--- src/rtl/spi_pkg.sv ---
// Shared definitions for the SPI read/write slave: the frame state encoding
// and a small helper used to size the bit counter.
package spi_pkg;

    typedef enum logic [2:0] {
        ST_IDLE,
        ST_CMD,
        ST_ADDR,
        ST_DATA,
        ST_DONE
    } spi_state_e;

    function automatic int max2(input int a, input int b);
        return (a > b) ? a : b;
    endfunction

endpackage

--- src/rtl/spi_sync.sv ---
// Two-flop synchroniser for one asynchronous SPI pin, with rise/fall pulses
// derived from the synchronised copy (one CLK cycle wide).
module spi_sync #(
    parameter logic RST_VAL = 1'b0
) (
    input  logic clk_i,
    input  logic rst_ni,
    input  logic async_i,
    output logic sync_o,
    output logic rise_o,
    output logic fall_o
);

    logic meta_q;
    logic sync_q;
    logic prev_q;

    always_ff @(posedge clk_i or negedge rst_ni) begin
        if (!rst_ni) begin
            meta_q <= RST_VAL;
            sync_q <= RST_VAL;
            prev_q <= RST_VAL;
        end else begin
            meta_q <= async_i;
            sync_q <= meta_q;
            prev_q <= sync_q;
        end
    end

    assign sync_o = sync_q;
    assign rise_o = sync_q & ~prev_q;
    assign fall_o = ~sync_q & prev_q;

endmodule

--- src/rtl/spi_slave_rw.sv ---
// SPI mode-0 slave bridging R/W + address + data frames onto a simple
// register-bus strobe interface, with optional address auto-increment bursts.
module spi_slave_rw
    import spi_pkg::*;
#(
    parameter int AW    = 8,
    parameter int DW    = 8,
    parameter int BURST = 1
) (
    input  logic          CLK,
    input  logic          RSTN,
    input  logic          CS,
    input  logic          SCLK,
    input  logic          SDATA,
    output logic          SDO,
    output logic          SDO_OE,
    output logic          WEN,
    output logic          REN,
    output logic [AW-1:0] ADDR,
    output logic [DW-1:0] WDATA,
    input  logic [DW-1:0] RDATA
);

    localparam int            CW        = $clog2(max2(AW, DW) + 1);
    localparam logic [CW-1:0] ADDR_LAST = CW'(AW - 1);
    localparam logic [CW-1:0] DATA_LAST = CW'(DW - 1);
    localparam logic          BURST_EN  = (BURST != 0);

    logic cs_s, cs_rise, cs_fall;
    logic sclk_s, sclk_rise, sclk_fall;
    logic sdata_s, sdata_rise, sdata_fall;
    logic unused_sync;

    spi_sync #(.RST_VAL(1'b1)) u_sync_cs (
        .clk_i(CLK), .rst_ni(RSTN), .async_i(CS),
        .sync_o(cs_s), .rise_o(cs_rise), .fall_o(cs_fall)
    );
    spi_sync #(.RST_VAL(1'b0)) u_sync_sclk (
        .clk_i(CLK), .rst_ni(RSTN), .async_i(SCLK),
        .sync_o(sclk_s), .rise_o(sclk_rise), .fall_o(sclk_fall)
    );
    spi_sync #(.RST_VAL(1'b0)) u_sync_sdata (
        .clk_i(CLK), .rst_ni(RSTN), .async_i(SDATA),
        .sync_o(sdata_s), .rise_o(sdata_rise), .fall_o(sdata_fall)
    );

    assign unused_sync = ^{cs_rise, sclk_s, sdata_rise, sdata_fall};

    spi_state_e    state_q;
    logic [CW-1:0] cnt_q;
    logic          rw_q;
    logic [AW-1:0] addr_q;
    logic [DW-1:0] wsh_q;
    logic [DW-1:0] tx_q;
    logic [DW-1:0] wdata_q;
    logic          wen_q, ren_q, rd_load_q;
    logic          sdo_q, oe_q;
    logic [1:0]    fill_q;
    logic          armed_q;

    logic [AW-1:0] addr_shift_d;
    logic [DW-1:0] word_d;

    always_comb begin
        addr_shift_d = AW'({addr_q, sdata_s});
        word_d       = DW'({wsh_q, sdata_s});
    end

    // armed_q only sets once the CS synchroniser holds a real high sample, so a
    // CS already low when reset releases cannot be mistaken for a frame start.
    always_ff @(posedge CLK or negedge RSTN) begin
        if (!RSTN) begin
            state_q   <= ST_IDLE;
            cnt_q     <= '0;
            rw_q      <= 1'b0;
            addr_q    <= '0;
            wsh_q     <= '0;
            tx_q      <= '0;
            wdata_q   <= '0;
            wen_q     <= 1'b0;
            ren_q     <= 1'b0;
            rd_load_q <= 1'b0;
            sdo_q     <= 1'b0;
            oe_q      <= 1'b0;
            fill_q    <= '0;
            armed_q   <= 1'b0;
        end else begin
            wen_q     <= 1'b0;
            ren_q     <= 1'b0;
            rd_load_q <= ren_q;
            oe_q      <= ~cs_s;
            sdo_q     <= (state_q == ST_DATA && rw_q) ? tx_q[DW-1] : 1'b0;
            fill_q    <= {fill_q[0], 1'b1};
            if (fill_q[1] && cs_s) armed_q <= 1'b1;
            if (rd_load_q) tx_q <= RDATA;
            if (wen_q && BURST_EN) addr_q <= addr_q + AW'(1);

            if (cs_s) begin
                state_q <= ST_IDLE;
                cnt_q   <= '0;
            end else begin
                case (state_q)
                    ST_IDLE: begin
                        if (cs_fall && armed_q) begin
                            state_q <= ST_CMD;
                            cnt_q   <= '0;
                        end
                    end
                    ST_CMD: begin
                        if (sclk_rise) begin
                            rw_q    <= sdata_s;
                            state_q <= ST_ADDR;
                        end
                    end
                    ST_ADDR: begin
                        if (sclk_rise) begin
                            addr_q <= addr_shift_d;
                            if (cnt_q == ADDR_LAST) begin
                                cnt_q   <= '0;
                                state_q <= ST_DATA;
                                ren_q   <= rw_q;
                            end else begin
                                cnt_q <= cnt_q + CW'(1);
                            end
                        end
                    end
                    ST_DATA: begin
                        if (sclk_rise) begin
                            wsh_q <= word_d;
                            if (cnt_q == DATA_LAST) begin
                                cnt_q <= '0;
                                if (rw_q) begin
                                    ren_q <= BURST_EN;
                                    if (BURST_EN) addr_q <= addr_q + AW'(1);
                                end else begin
                                    wen_q   <= 1'b1;
                                    wdata_q <= word_d;
                                end
                                if (!BURST_EN) state_q <= ST_DONE;
                            end else begin
                                cnt_q <= cnt_q + CW'(1);
                            end
                        // the fall right after a word boundary keeps the freshly loaded MSB
                        end else if (sclk_fall && rw_q && cnt_q != '0) begin
                            tx_q <= tx_q << 1;
                        end
                    end
                    ST_DONE: ;
                    default: state_q <= ST_IDLE;
                endcase
            end
        end
    end

    assign SDO    = sdo_q;
    assign SDO_OE = oe_q;
    assign WEN    = wen_q;
    assign REN    = ren_q;
    assign ADDR   = addr_q;
    assign WDATA  = wdata_q;

endmodule

--- config.mk ---
export PLATFORM = sky130hd
export DESIGN_NAME = spi_slave_rw
export DESIGN_NICKNAME = d
export VERILOG_FILES = /design/src/rtl/spi_pkg.sv /design/src/rtl/spi_sync.sv /design/src/rtl/spi_slave_rw.sv
export SDC_FILE = /design/constraint.sdc
export NUM_CORES = 1
export LEC_CHECK = 0
export BUFFER_PORTS_ARGS = -buffer_cell sky130_fd_sc_hd__buf_4
export CELL_PAD_IN_SITES_DETAIL_PLACEMENT = 2
export CELL_PAD_IN_SITES_GLOBAL_PLACEMENT = 2
export CORE_MARGIN = 10
export CORE_UTILIZATION = 30
export DETAILED_ROUTE_END_ITERATION = 10
export PLACE_DENSITY = 0.7
export SLEW_MARGIN = 40
export SYNTH_ARGS = -nofsm -noshare
export SYNTH_HDL_FRONTEND = slang
export SYNTH_SLANG_ARGS = --single-unit
--- constraint.sdc ---
create_clock -name CLK -period 1.8 [get_ports CLK]
set_input_delay 0.18 -clock CLK [delete_from_list [all_inputs] [get_ports CLK]]
set_output_delay 0.18 -clock CLK [all_outputs]
set_load 0.01 [all_outputs]
==> impl_results.md, run 1 <==
* Root Driver: clkbuf_8
* WHS Path Cells at 3
* Maximum buffer depth of the clock tree at 2
* Placed instance count at 390
* Number of buffers created by CTS at 5
* CTS tree: yes
* Layout Nets at 317
* WL final at 6820 um
* Sink Count at 54
* DR vias at 1971
* Syn nets at 251
* CP Capture Type: register
* PwrDens at 830 nW/um^2
* Setup CP Type: reg2reg
* Post-synth ARST share at 100%
* Count of flip-flops with a built-in enable after synthesis at 0
* H-tree depth at 2
* Reg2reg end: ADDR[6]$_DFF_PN0_
* GRT overflow at 0
* Drt pass-1 iters at 4
* Clock-pin slew on the worst setup and hold paths at 0.11 ns
* Main synth FF type: dfrtp_1
* First-pass GRT wire length at 11500 um
* Crit path DAT at 1.93 ns
* Core area at 8300 sq um
* Clock Latency Late Sink at 0.32 ns
* Drt drc at 0
* DRT antenna net count at 0
* Hold WC Path Type: in2reg
* Fmax at 601 MHz
* Commonest cells in the netlist: dfrtp_1, nor2_1, nand2_1, o21ai_0, mux2_2
* Required @ worst endpoint at 2.07 ns
* Worst R2R Start: ADDR[1]$_DFF_PN0_
* Worst setup margin at 0.137 ns
* Count leader, synth: dfrtp_1
* Top-area cell type share of the netlist area at 49.6%
* Mapped Cells at 230
* DR vias/cell at 4.90
* Die width at 113 um
* Largest net degree at the start of global routing at 55
* Synth unique cells at 51
* Outcome: finished, final reports clean
* Die area at 12700 sq um
* Max Transition Viols Final at 0
* Slew HR at 54.2%
* Worst-Margin Slew at 0.686 ns
* Initial Utilization at 31.0%
* Port Buffer Count at 32
* Crit-path max FO at 5
* CP Capture Point: ADDR[6]$_DFF_PN0_
* Final Hold Violating Endpoints at 0
* GRT Util Overall at 10.9%
* Flop2flop setup slack at 0.14 ns
* FF-to-FF path depth at 6
* Yosys warns at 0
* Detailed Place HPWL at 5210 um
* Die Ht at 113 um
* Startpoint types: register
* Post-CTS Setup Bufs at 0
* Place WS at -0.0510 ns
* Area grow syn2layout at 30.3%
* Share of layout cells above drive strength 1 at 38.0%
* Area contributors post-synth: dfrtp_1, mux2_2, ha_1
* Register area share after synthesis at 52.7%
* Antenna violations before repair at 0
* I/O pin count at 33
* Worst Setup SP: ADDR[1]$_DFF_PN0_
* Antenna cells at 0
* Peak VDD IR at 417 uV
* Final Critical Period at 1.66 ns
* Total power at 2.78 mW
* Layout Cells excl Fill at 402
* Final setup vio count at 0
* Max Cap Violations at 0
* Flops & latches, synth at 54
* Top cell type by total area after synthesis: dfrtp_1
* DRC marker count from the first detailed-route iteration at 30
* Post-synthesis cell area at 2570 sq um
* Wirelength per Cell at 17.0 um
* Crit share post-route at 92.4%
* Mean Syn Cell Area at 11.2 sq um
* Std-Cell Rows at 33
* Final setup skew at 0.0133 ns
* GP Congestion at 0.810
* Number of global-route vias before repair at 2230
* Leakage at 1.52 nW
## critical path, stage by stage, from the launching register on
cell	delay, ns
dfrtp_1	0.43
ha_2	0.25
and3_1	0.22
nand2_1	0.11
or3_1	0.31
a21oi_1	0.17
a221o_1	0.13
## cell type report
type                            instances  area [sq um]
Fill cell                             887          4950
Sequential cell                        54          1360
Multi-Input combinational cell        158          1200
Timing Repair Buffer                   68           533
Tap cell                              105           131
Clock buffer                            5          68.8
Inverter                                9          38.8
Clock inverter                          3          22.5
## kinds of logic after synthesis
logic type,share of synthesized area (%)
AND/OR/NAND/NOR,13.9
flip-flops,52.7
AO/OA/AOI/OAI,11.8
multiplexers,11.3
buffers and inverters,3.45
adder cells (fa/ha/maj),3.89
XOR/XNOR,2.73
other,0.146
## power breakdown
part / internal [mW] / switching, mW
combinational: 0.332 / 0.360
sequential: 1.29 / 0.0886
clock: 0.282 / 0.428
total: 1.90 / 0.876
## how the worst min path moves through the flow
stage | startpoint | to | slack (ns)
global route | RDATA[0] | tx_q[0]$_DFF_PN0_ | 0.13
floorplan | RSTN | ADDR[0]$_DFF_PN0_ | -0.12
detailed placement | RSTN | tx_q[0]$_DFF_PN0_ | 0.28
global placement | RSTN | tx_q[0]$_DFF_PN0_ | 0.28
finish | RDATA[0] | tx_q[0]$_DFF_PN0_ | 0.12
CTS | RDATA[0] | tx_q[0]$_DFF_PN0_ | 0.12
## registers in the layout (all words and copies together), names as in the netlist, 2 cells and up
signal	count
cnt_q	4
WDATA	8
state_q	2
fill_q	2
tx_q	8
wsh_q	7
ADDR	8
## placed cells by master (no fill, tap or decap), types with 3 or more instances in the layout
master,Yosys,final
ha_1,8,4
o22ai_1,3,3
buf_4,2,63
o21ai_1,0,3
nand3_1,5,5
dfstp_2,3,3
and4_1,3,3
a21oi_1,10,10
and3_1,4,4
mux2_2,16,16
xor2_1,5,5
mux2i_1,10,10
ha_4,0,3
nand2_1,18,18
nor2_2,1,3
inv_6,1,3
dlygate4sd3_1,0,4
clkbuf_8,0,5
dfrtp_1,51,49
nor2_1,19,17
o21ai_0,18,15
xnor2_1,3,3
inv_1,8,7
o221ai_1,3,3
## repair_timing
action | in CTS | in global routing
resized for setup | 7 | 16
setup endpoints to repair | 15 | 27
hold buffers | 4 | 0
endpoints found under the hold margin | 54 | 0
## per-stage QoR
stage	util [%]	setup TNS (ns)	instance area (sq um)	hold slack [ns]
finish	40.4	0	3350	0.121
global route	40.4	-0.00930	3350	0.131
CTS	39.7	0	3290	0.124
detailed placement	37.9	-0.156	3150	0.285
global placement	37.9	-0.00586	3150	0.280
floorplan	-	0	2570	-0.116
## metal layers
| layer | part of all wire [%] | track usage, % | up-vias |
|---|---|---|---|
| met5 | 0 | 0 | - |
| met4 | 1.3 | 3.30 | 0 |
| met3 | 1.9 | 1.97 | 6 |
| met2 | 50 | 18.6 | 18 |
| met1 | 47 | 13.7 | 999 |
| li1 | - | - | 948 |
Note: power is estimated with default switching activity, not from simulation.
==> inputs of run 2 (changes only) <==
- ABC_AREA: not set -> 1
- PLACE_DENSITY: 0.7 -> 0.76
==> run 2 against run 1 <==
  * Worst setup slack lost 0.039 ns
  * Combinational power grew 69%
  * Wire length grew 19%
==> impl_results.md, run 2 <==
* Root Driver: clkbuf_8
* Hold WC Path Type: in2reg
* Flop2flop setup slack at 0.1 ns (-0.04 ns)
* Flops & latches, synth at 54 (unchanged)
* Crit share post-route at 94.6% (+2.2 points)
* H-tree depth at 2 (unchanged)
* Final Hold Violating Endpoints at 0 (unchanged)
* Worst-Margin Slew at 0.686 ns (-0.000663 ns)
* Sink Count at 54 (unchanged)
* GRT Util Overall at 12.7% (+1.8 points)
* CP max-delay cell: dfrtp_1
* Most Frequent Cell on Critical Path: nand2_1
* Die area at 13300 sq um (+5.1%)
* Worst Setup SP: state_q[0]$_DFFE_PN0P_
* I/O pin count at 33 (unchanged)
* Clock-pin slew on the worst setup and hold paths at 0.11 ns (about the same)
* Count of flip-flops with a built-in enable after synthesis at 0 (unchanged)
* Commonest non-fill, non-tap cell in the layout: nand2_1
* Std-Cell Rows at 34 (+3.0%)
* Setup tns final at 0 ns (unchanged)
* Filler cells at 1015 (+14%)
* Antenna cells at 0 (unchanged)
* Detailed Place HPWL at 5960 um (+14%)
* Synth unique cells at 31 (-39%)
* WHS Path Cells at 5 (+2)
* Hold_sp: RDATA[0]
* DRC marker count from the first detailed-route iteration at 90 (+200%)
* Wirelength per Cell at 16.3 um (-3.8%)
* Crit-path cells: ha_2, inv_2, nand2_1, nand2_2, o21ai_4, inv_1, nand2_1, a21oi_1
* CP Capture Type: register
* Antenna violations before repair at 0 (unchanged)
* Post-synthesis cell area at 2730 sq um (+6.2%)
* CP max stage delay at 0.45 ns (+0.02 ns)
* Final hold slack at 0.178 ns (+0.0569 ns)
* PwrDens at 1070 nW/um^2 (+28%)
* Mean Syn Cell Area at 8.05 sq um (-28%)
* Area grow syn2layout at 22.8%
* Outcome: finished, final reports clean
* Layout Nets at 408 (+29%)
* Crit path DAT at 1.95 ns (+0.02 ns)
* Share of layout cells above drive strength 1 at 20.4% (-18 points)
* First-pass GRT wire length at 13700 um (+18%)
* Slew HR at 54.3% (about the same)
* Clock Latency Late Sink at 0.32 ns (about the same)
* Register area share after synthesis at 49.6% (-3.1 points)
* Reg2reg end: cnt_q[2]$_DFFE_PN0P_
* Maximum buffer depth of the clock tree at 2 (unchanged)
* Worst R2R Start: state_q[0]$_DFFE_PN0P_
* Main synth FF type: dfrtp_1
* Hold Path End: tx_q[0]$_DFF_PN0_
* Die Ht at 115 um (+2.5%)
* Number of global-route vias before repair at 2761 (+24%)
* Final setup skew at 0.00841 ns (-0.00492 ns)
* Syn nets at 360 (+43%)
* GRT overflow at 0 (unchanged)
* WL final at 8100 um (+19%)
* FF-to-FF path depth at 8 (+2)
* GP Congestion at 0.805 (-0.72%)
* Core area at 8810 sq um (+6.1%)
* Mapped Cells at 339 (+47%)
* Startpoint types: register
* Fmax at 587 MHz (-2.3%)
* Area contributors post-synth: dfrtp_1, nand2_1, o21ai_0
* Initial Utilization at 31.0% (about the same)
* Die width at 115 um (+2.5%)
* CTS tree: yes
* Top cell type by total area after synthesis: dfrtp_1
* Max Cap Violations at 0 (unchanged)
* Drt pass-1 iters at 4 (unchanged)
* DRT antenna net count at 0 (unchanged)
* Post-CTS Setup Bufs at 0 (unchanged)
* DR vias at 2438 (+24%)
* Final Critical Period at 1.70 ns (+0.0389 ns)
* Top-area cell type share of the netlist area at 46.7% (-2.9 points)
* Port Buffer Count at 32 (unchanged)
* Setup CP Type: reg2reg
* Crit-path max FO at 9 (+4)
* Leakage at 1.71 nW (+12%)
* Largest net degree at the start of global routing at 55 (unchanged)
* Yosys warns at 0 (unchanged)
* Max Transition Viols Final at 0 (unchanged)
* DR vias/cell at 4.92 (+0.25%)
* Post-synth ARST share at 100% (unchanged)
* Commonest cells in the netlist: nand2_1, dfrtp_1, inv_1
* Count leader, synth: nand2_1
* Peak VDD IR at 417 uV (about the same)
* Commonest non-fill, non-tap cells in the layout: nand2_1, dfrtp_1, buf_4
* Drt drc at 0 (unchanged)
* Required @ worst endpoint at 2.05 ns (-0.02 ns)
* Final setup vio count at 0 (unchanged)
* Number of buffers created by CTS at 5 (unchanged)
==> run 2: changes by cell type in the layout (fill, tap and decap cells not counted), sizes merged, moves of 5 or more <==
cell    delta
buf       -17
inv       +34
mux2      -17
mux2i     -10
nand2     +88
nand3     +16
nor2       -5
o21ai     +31
o21bai     +5
xor2       -5
==> run 2: metal layers <==
layer	wire [um]	part of all wire [%]	vias up	GRT usage, %
met5	0	0	-	0
met4	114	1.4	0	3.13
met3	223	2.8	9	2.76
met2	4210	52	26	23.3
met1	3550	44	1231	14.6
li1	-	-	1172	-
==> run 2: how the worst max path moves through the flow <==
| stage | slack (ns) | to | cells after the start |
|---|---|---|---|
| final | 0.1 | cnt_q[2]$_DFFE_PN0P_ | 8 |
| after global placement | 0.15 | cnt_q[0]$_DFFE_PN0P_ | 8 |
| after detailed placement | -0.07 | cnt_q[1]$_DFFE_PN0P_ | 7 |
| after floorplan | 0.25 | ADDR[6]$_DFF_PN0_ | 11 |
| after global routing | -0.005 | cnt_q[0]$_DFFE_PN0P_ | 8 |
| after CTS | 0.02 | cnt_q[1]$_DFFE_PN0P_ | 8 |
==> run 2: kinds of logic after synthesis <==
logic type      Yosys count  synth area share (%)
compound gates           68                  14.5
xor+xnor                  2                 0.642
fa+ha+maj                 8                  3.67
buf+inv                  54                  8.02
flops                    54                  49.6
other cells               1                 0.137
simple gates            152                  23.4
==> run 2: layout make-up <==
| cell class | instances | area [sq um] | share of cell area (%) |
|---|---|---|---|
| Multi-Input combinational cell | 231 | 1190 | 35.4 |
| Clock buffer | 5 | 68.8 | 2.05 |
| Sequential cell | 54 | 1360 | 40.4 |
| Timing Repair Buffer | 51 | 393 | 11.7 |
| Inverter | 44 | 165 | 4.93 |
| Clock inverter | 3 | 48.8 | 1.46 |
| Tap cell | 108 | 135 | 4.03 |
==> run 2: through the flow <==
stage	utilization (%)	total power, mW	worst slack, ns	cells	area (sq um)
final	38.1	3.57	0.0976	496	3350
after global routing	38.1	3.84	-0.00473	496	3350
after CTS	37.9	3.60	0.0200	496	3340
after detailed placement	35.9	2.69	-0.0750	484	3160
after global placement	35.9	2.63	0.153	484	3160
after floorplan	-	2.19	0.251	339	2730
==> run 2: critical path, delay by kind of cell, from the launching register on <==
family                     cells  cell delay [ns]
AOI/OAI and AO/OA              2             0.24
adders and majority gates      1             0.25
buffers and inverters          2             0.33
DFF                            1             0.45
and+or+nand+nor                3             0.36
==> run 2: timing repair <==
action | CTS | global route
endpoints found under the setup margin | 4 | 8
endpoints found under the hold margin | 54 | 0
gates cloned | 0 | 0
hold buffers | 4 | 0
pin swaps | 0 | 1
gates resized for setup | 3 | 8
==> run 2: power by group <==
part           total, mW  leakage, nW  switching [mW]  internal, mW
Clock              0.865       0.0563           0.440         0.424
Combinational       1.17        0.979           0.709         0.460
Sequential          1.54        0.671           0.178          1.36
Total               3.57         1.71            1.33          2.25
==> inputs of run 3 (changes only) <==
- ABC_AREA: 1 -> not set
- PLACE_DENSITY: 0.76 -> 0.7
- SYNTH_HIERARCHICAL: not set -> 1
==> run 3 against run 2 <==
  * The run now ends with setup timing left
  * First-iteration DRC count down 11%
  * Total power down 11%
  * Register-to-register slack worse by 0.13 ns
  * Critical path depth down 1
  * Utilization up 2.8 points
  * Synthesized cell count down 22%
  * Critical endpoint unchanged
  * Largest power group unchanged
==> impl_results.md, run 3 <==
* Required @ worst endpoint at 2.01 ns (-0.04 ns)
* Share of layout cells above drive strength 1 at 40.7% (+20 points)
* Die area at 13700 sq um (+3.2%)
* Peak VDD IR at 337 uV (-19%)
* Final setup skew at 0.0105 ns (+0.00212 ns)
* Largest net degree at the start of global routing at 55 (unchanged)
* Die Ht at 117 um (+1.6%)
* Unrepaired setup endpoints after global routing: yes
* CP Buf/Inv Count at 2 (unchanged)
* Clock Latency Late Sink at 0.31 ns (about the same)
* Crit-path cells: inv_4, ha_4, or3b_4, a21oi_2, buf_6, o21ai_2, mux2_4
* Syn nets at 285 (-21%)
* First-pass GRT wire length at 13900 um (+1.7%)
* Root Driver: clkbuf_8
* Worst setup margin at -0.0283 ns (-0.126 ns)
* Crit-path max FO at 6 (-3)
* Mean Syn Cell Area at 10.7 sq um (+33%)
* Maximum buffer depth of the clock tree at 2 (unchanged)
* Core area at 9240 sq um (+4.9%)
* Drt pass-1 iters at 4 (unchanged)
* Max Cap Violations at 0 (unchanged)
* Failing checks: setup timing
* Antenna violations before repair at 0 (unchanged)
* Clock-pin slew on the worst setup and hold paths at 0.11 ns (about the same)
* Outcome: complete, but fails checks
* Final hold slack at 0.122 ns (-0.0558 ns)
* I/O pin count at 33 (unchanged)
* Yosys warns at 6 (+6)
* Sink Count at 54 (unchanged)
* Antenna cells at 0 (unchanged)
* Commonest non-fill, non-tap cells in the layout: buf_4, dfrtp_1, nand2_1
* GP Congestion at 0.771 (-4.1%)
* Final setup vio count at 1 (+1)
* GRT overflow at 0 (unchanged)
* Wirelength per Cell at 18.3 um (+12%)
* Max Transition Viols Final at 0 (unchanged)
* Initial Utilization at 30.7% (-0.32 points)
* Crit path DAT at 2.04 ns (+0.09 ns)
* Leakage at 1.70 nW (-0.60%)
* Commonest non-fill, non-tap cell in the layout: buf_4
* Placed Area at 3430 sq um (+8.3%)
* Worst-Margin Slew at 0.728 ns (+0.0421 ns)
* Drt drc at 0 (unchanged)
* Post-synthesis cell area at 2840 sq um (+3.8%)
* Hold WC Path Type: in2reg
* Final Critical Period at 1.83 ns (+0.126 ns)
* Setup CP Type: reg2reg
* DRC marker count from the first detailed-route iteration at 80 (-11%)
* DR vias/cell at 4.98 (+1.3%)
* Slew HR at 51.5% (-2.8 points)
* Area grow syn2layout at 33.1%
* Final Hold Violating Endpoints at 0 (unchanged)
* CP max-delay cell: dfrtp_2
* GRT Util Overall at 12.8% (+0.10 points)
* Detailed Place HPWL at 5800 um (-2.8%)
* Crit share post-route at 102% (+7.0 points)
* Design Area, Final at 3770 sq um (+13%)
* Std-Cell Rows at 35 (+2.9%)
* CP max stage delay at 0.45 ns (about the same)
* DRT antenna net count at 0 (unchanged)
* Number of buffers created by CTS at 5 (unchanged)
* Cell family with most CP delay: flip-flops
* Port Buffer Count at 32 (unchanged)
* Final Util at 40.9% (+2.8 points)
* DR vias at 2296 (-5.8%)
* H-tree depth at 2 (unchanged)
* Mapped Cells at 265 (-22%)
* Startpoint types: register
* PwrDens at 847 nW/um^2 (-21%)
* Fmax at 547 MHz (-6.9%)
* Number of global-route vias before repair at 2574 (-6.8%)
* CTS tree: yes
* Die width at 117 um (+1.6%)
* WL final at 8430 um (+4.2%)
* Place WS at -0.0943 ns (-0.0194 ns)
* CP Capture Type: register
* Filler cells at 984 (-3.1%)
* Layout Nets at 351 (-14%)
==> run 3: layout make-up <==
class	instances	area (sq um)	area share, %
multi-input cells	184	1490	39.6
flip-flops and latches	54	1360	36.0
repair buffers	76	601	15.9
well taps	129	161	4.28
clock buffers	6	82.6	2.19
inverters	10	40.0	1.06
clock inverters	2	38.8	1.03
==> run 3: path summary, 6_finish.rpt <==
| kind | depth (start not counted) | from | slack [ns] | to |
|---|---|---|---|---|
| setup / recovery | 7 | state_q[0]$_DFFE_PN0P_ | -0.03 | cnt_q[2]$_DFFE_PN0P_ |
| hold / removal | 3 | RDATA[0] | 0.12 | tx_q[0]$_DFF_PN0_ |
| setup reg to reg | 7 | state_q[0]$_DFFE_PN0P_ | -0.03 | cnt_q[2]$_DFFE_PN0P_ |
| hold reg to reg | 0 | u_sync_sdata/meta_q$_DFF_PN0_ | 0.36 | u_sync_sdata/sync_o$_DFF_PN0_ |
| max in group asynchronous | 2 | RSTN | 0.84 | state_q[1]$_DFFE_PN0P_ |
| min in group asynchronous | 2 | RSTN | 0.45 | ADDR[7]$_DFF_PN0_ |
==> run 3: power breakdown <==
group | switching (mW) | internal, mW | leakage [nW]
Combinational | 0.449 | 0.484 | 0.957
Sequential | 0.0834 | 1.28 | 0.677
Clock | 0.438 | 0.459 | 0.0618
==> run 3: worst reg2reg max path: cells and delay by family (launching register included) <==
kind | cells | cell delay (ns)
multiplexers | 1 | 0.30
buffers and inverters | 2 | 0.20
flip-flops | 1 | 0.45
AND/OR/NAND/NOR | 1 | 0.38
adder cells (fa/ha/maj) | 1 | 0.19
AO/OA/AOI/OAI | 2 | 0.22
==> run 3: metal layers <==
metal	vias to the layer above	GRT usage (%)	part of all wire, %
met1	1180	15.7	45
met5	-	0	0
li1	1080	-	-
met2	31	22.3	50
met3	5	2.91	4.2
met4	0	2.80	0.76
==> run 3: repair_timing <==
action                                  CTS  global route
pin swaps                                 2             3
hold buffers                              4             0
endpoints found under the hold margin    54             0
buffers inserted                          0             2
resized for setup                        17            26
cloned                                    0             2
endpoints found under the setup margin   25            27
==> run 3: through the flow <==
step	power, mW	setup TNS, ns	cells
floorplan	1.71	0	265
global placement	2.04	-0.864	446
detailed placement	2.08	-1.41	446
CTS	3.10	-0.0926	458
global route	3.40	-0.274	461
finish	3.20	-0.0283	461
